`src/rtl/pedestal_sub.sv`:
```
// pedestal_sub: tracks the ADC baseline with a pulse-guarded windowed average and emits
// baseline-subtracted signed samples (2-clock latency) for the normalising multiplier.
module pedestal_sub #(
   parameter int ADC_BITS = 12,
   parameter int LOG2_WIN = 6,
   parameter int HOLDOFF  = 16,
   parameter int PED_INIT = 0
) (
   input  logic                       clk,
   input  logic                       rst_n,
   input  logic [ADC_BITS-1:0]        adc_data,
   input  logic                       invert,
   input  logic                       freeze,
   input  logic [ADC_BITS-1:0]        thr,
   output logic signed [15:0]         dout,
   output logic [ADC_BITS-1:0]        ped,
   output logic                       ped_valid
);
   localparam int HW = $clog2(HOLDOFF + 1);
   localparam int SW = ADC_BITS + LOG2_WIN;
   typedef enum logic [1:0] {INIT, TRACK, GUARD} state_t;
   state_t                   state;
   logic [ADC_BITS-1:0]      raw_r;
   logic                     raw_v;
   logic signed [ADC_BITS:0] diff;
   logic [ADC_BITS:0]        dev;
   logic                     oob, accept, last;
   logic [SW-1:0]            sum, sum_nx;
   logic [LOG2_WIN-1:0]      cnt;
   logic [HW-1:0]            hold;
   assign diff   = $signed({1'b0, raw_r}) - $signed({1'b0, ped});
   assign dev    = diff[ADC_BITS] ? -diff : diff;
   assign oob    = (thr != '0) && (dev > {1'b0, thr});
   // raw_v keeps the empty post-reset stage-1 register out of the first window
   assign accept = raw_v && !freeze && (state == INIT || (state == TRACK && !oob));
   assign last   = accept && (cnt == '1);
   assign sum_nx = sum + {{LOG2_WIN{1'b0}}, raw_r};
   always_ff @(posedge clk or negedge rst_n) begin
      if (!rst_n) begin
         raw_r     <= '0;
         raw_v     <= 1'b0;
         dout      <= '0;
         ped       <= ADC_BITS'(PED_INIT);
         ped_valid <= 1'b0;
         sum       <= '0;
         cnt       <= '0;
         hold      <= '0;
         state     <= INIT;
      end else begin
         raw_r <= invert ? ~adc_data : adc_data;
         raw_v <= 1'b1;
         dout  <= {{(15 - ADC_BITS){diff[ADC_BITS]}}, diff};
         if (accept) begin
            sum <= last ? '0 : sum_nx;
            cnt <= cnt + 1'b1;
            if (last) begin
               ped       <= sum_nx[SW-1:LOG2_WIN];
               ped_valid <= 1'b1;
               state     <= TRACK;
            end
         end else if (raw_v && !freeze && state == TRACK) begin
            sum   <= '0;
            cnt   <= '0;
            hold  <= HW'(HOLDOFF);
            state <= GUARD;
         end else if (raw_v && !freeze && state == GUARD) begin
            hold <= oob ? HW'(HOLDOFF) : hold - 1'b1;
            if (!oob && hold == HW'(1))
               state <= TRACK;
         end
      end
   end
endmodule
```
`config.mk`:
```
export PLATFORM = sky130hd
export DESIGN_NAME = pedestal_sub
export DESIGN_NICKNAME = d
export VERILOG_FILES = /design/src/rtl/pedestal_sub.sv
export SDC_FILE = /design/constraint.sdc
export NUM_CORES = 1
export LEC_CHECK = 0
export ABC_AREA = 1
export BUFFER_PORTS_ARGS = -buffer_cell sky130_fd_sc_hd__buf_4
export CAP_MARGIN = 40
export CORE_MARGIN = 2
export CORE_UTILIZATION = 55
export DETAILED_ROUTE_END_ITERATION = 6
export PLACE_DENSITY_LB_ADDON = 0.25
export SLEW_MARGIN = 20
export SYNTH_ARGS = -nofsm -noshare
export SYNTH_HDL_FRONTEND = slang
export SYNTH_SLANG_ARGS = --single-unit
export TNS_END_PERCENT = 30
```
`constraint.sdc`:
```
create_clock -name clk -period 4.9 [get_ports clk]
set_clock_uncertainty 0.1 [all_clocks]
set_input_delay 0.98 -clock clk [delete_from_list [all_inputs] [get_ports clk]]
set_output_delay 0.98 -clock clk [all_outputs]
set_load 0.01 [all_outputs]
```
==> flow_summary.yaml <==
timing:
  max_freq_mhz: 235.2
  tns_ps: 0
  fin_ws_ps: 648.9
  whs_ps: 385.6
  grt_setup_unrepaired: "no"
  drv_slew: 0
  maxSlewHeadroom_pct: 59.04
  finalHoldViolCount: 0
  worstMarginPinSlew_ps: 609.7
  finalCritPeriodShare_pct: 86.76
  final-setup-viol-count: 0
  min_period_ps: 4251
place:
  gp_congestion: 0.8911
  dp.cells: 763
  port_buffers: 56
  place_ws_ps: 667.0
  dpl.hpwl_mm: 8.310
clock_network:
  tritoncts: "built"
  clk_latency_ps: 340
  numCtsBuffers: 9
  clockRootBuffer: "clkbuf_8"
  cts.path.max_buffers: 2
  path_clk_slew_ps: 80
  cts_sinks: 70
  cts.hold.buffers_added: 0
  cts_resized: 0
  postCtsSetupRepairBufs: 0
  cts_max_level: 3
worst_setup_path:
  crit_top_cell: "nand2_1"
  r2r_start: "ped[0]$_DFFE_PN0P_"
  critPathMaxFanout: 24
  critPathRequiredTime_ps: 5080
  slowest_stage: "fa_1"
  cpPeakStageDelay_ps: 460
  critical_path_arrival_ps: 4430
  r2r_slack_ps: 650
  r2r_end: "ped[1]$_DFFE_PN0P_"
  critPathCapture: "ped[1]$_DFFE_PN0P_"
  critPathLaunch: "ped[0]$_DFFE_PN0P_"
  worstSetupPathType: "reg2reg"
  setup.worst_path.start_class: "flop"
  cp-end-kind: "flop"
  rr_worst_depth: 29
power:
  power_mw: 2.569
  p_per_area_nw_per_um2: 459.0
  leakage_nw: 3.007
  peakVddDrop_mv: 0.2532
routing:
  drt_wl_total_mm: 10.34
  antenna_left: 0
  dr.first_iter.drc_count: 107
  drcViolationCount: 0
  routedWlPerCell_um: 13.27
  dr.pass1.iters: 4
  vias: 3976
  via_per_inst: 5.104
floorplan:
  dieHeight_um: 97.78
  start_util_pct: 56.01
  rows: 34
  die_w_um: 97.78
  num_io_pins: 57
  dieArea_um2: 9561
  core_area_um2: 8636
finish:
  finalNetCount: 736
  drive_above_1_share_pct: 18.63
  nFillCells: 735
  layoutNonFillerInstCount: 779
  syn_to_final_growth_pct: 15.70
  diodes: 0
yosys:
  synth_area_leader_cell: "dfrtp_1"
  netlist_area_um2: 4837
  synth_top_area_share_pct: 36.21
  syn-num-nets: 677
  synthArstFlopShare_pct: 100.0
  ys_warn_count: 0
  synth_seq_cells: 70
  synth_common_cells: "154 x nand2_1, 96 x inv_1, 70 x dfrtp_1"
  yosysMostFrequentCell: "nand2_1"
  yosys-top-cells-area: "dfrtp_1 36%, nand2_1 12%, ha_1 10%"
  synth_cell_types: 47
  synth-edff-count: 0
  synth_cells: 607
  synth_ff_type: "dfrtp_1"
  syn_area_per_cell_um2: 7.969
  synth_seq_area_share_pct: 36.21
status:
  outcome: "completed"
hold_path:
  hold_class: "in2async"
grt:
  grt_usage_pct: 23.23
  antenna_found_initial: 0
  grt_overflow: 0
  grt_pass1_wl_mm: 18.00
  grt_max_degree: 56
  grt_pass1_vias: 4017
flow_run:
  cap_violations: 0
==> routing by layer <==
layer  global-route usage (%)  vias to the layer above  share of wire (%)
met5                        0                        -                  0
li1                         -                     2031                  -
met4                    6.303                        0                1.3
met2                    42.28                       82                 52
met1                    28.10                     1852                 44
met3                    4.653                       11                3.3
==> cells by family (layout without fill, tap and decap cells) <==
logic type / after synthesis / in the layout / synth area share, %
DFF: 70 / 70 / 36.21
other: 1 / 1 / 0.07753
buffers and inverters: 112 / 176 / 9.622
adders and majority gates: 42 / 42 / 11.17
AOI/OAI and AO/OA: 75 / 75 / 9.493
xor gates and xnor gates: 44 / 44 / 8.355
and+or+nand+nor: 263 / 263 / 25.06
==> worst min-delay path by stage <==
stage / to / slack [ps] / cells after the start
2_1_floorplan: sum[0]$_DFFE_PN0N_ / 350 / 2
3_3_place_gp: sum[10]$_DFFE_PN0N_ / 370 / 2
3_5_place_dp: sum[0]$_DFFE_PN0N_ / 380 / 2
4_1_cts: hold[2]$_DFFE_PN0P_ / 380 / 1
5_1_grt: hold[2]$_DFFE_PN0P_ / 380 / 1
6_report: hold[2]$_DFFE_PN0P_ / 390 / 1
==> critical path: cells and delay by family (launching register included) <==
kind	cells	cell delay [ps]
DFF	1	390
buffers and inverters	4	300
adders and majority gates	4	1080
AOI/OAI and AO/OA	3	390
xor gates and xnor gates	1	160
and+or+nand+nor	17	1750
==> area by class of cell <==
cell class	count	area (µm²)	area share [%]
multi-input combinational	425	2620	46.81
sequential	70	1752	31.30
timing repair buffer	59	462.9	8.272
inverter	101	379.1	6.774
clock buffer	11	141.4	2.526
tap	108	135.1	2.414
clock inverter	5	106.4	1.900
==> sequential cells by signal, indices dropped and copies added, names as in the netlist <==
signal and cells:
cnt 6, hold 5, dout 13, ped 12
state 2, ped_valid 1, sum 18, raw_v 1
raw_r 12
==> cell usage in the layout (no fill, tap or decap), drive strengths merged, types with 2 or more instances in the layout <==
cell	netlist	final
nand2	171	171
inv	100	100
dfrtp	70	70
buf	8	59
ha	40	40
xor2	38	38
nand3	38	38
o21ai	34	34
nor2	29	29
a21oi	28	28
clkbuf	3	11
nand4	8	8
nor3	8	8
xnor2	6	6
o22ai	6	6
nor4	3	3
bufinv	0	3
or2	3	3
o21bai	2	2
fa	2	2
clkinv	1	2
==> metrics by stage <==
stage,util (%),instance area [µm²]
6_report,64.81,5597
5_1_grt,64.81,5597
4_1_cts,64.81,5597
3_5_place_dp,61.94,5349
3_3_place_gp,61.62,5321
2_1_floorplan,-,4837
==> power by group <==
group	switching (mW)	internal [mW]	total, mW	leakage, nW
registers	0.107	0.725	0.832	0.859
clock network	0.221	0.353	0.575	0.120
logic	0.700	0.462	1.16	2.03
Power figures use the tool's default switching activity.
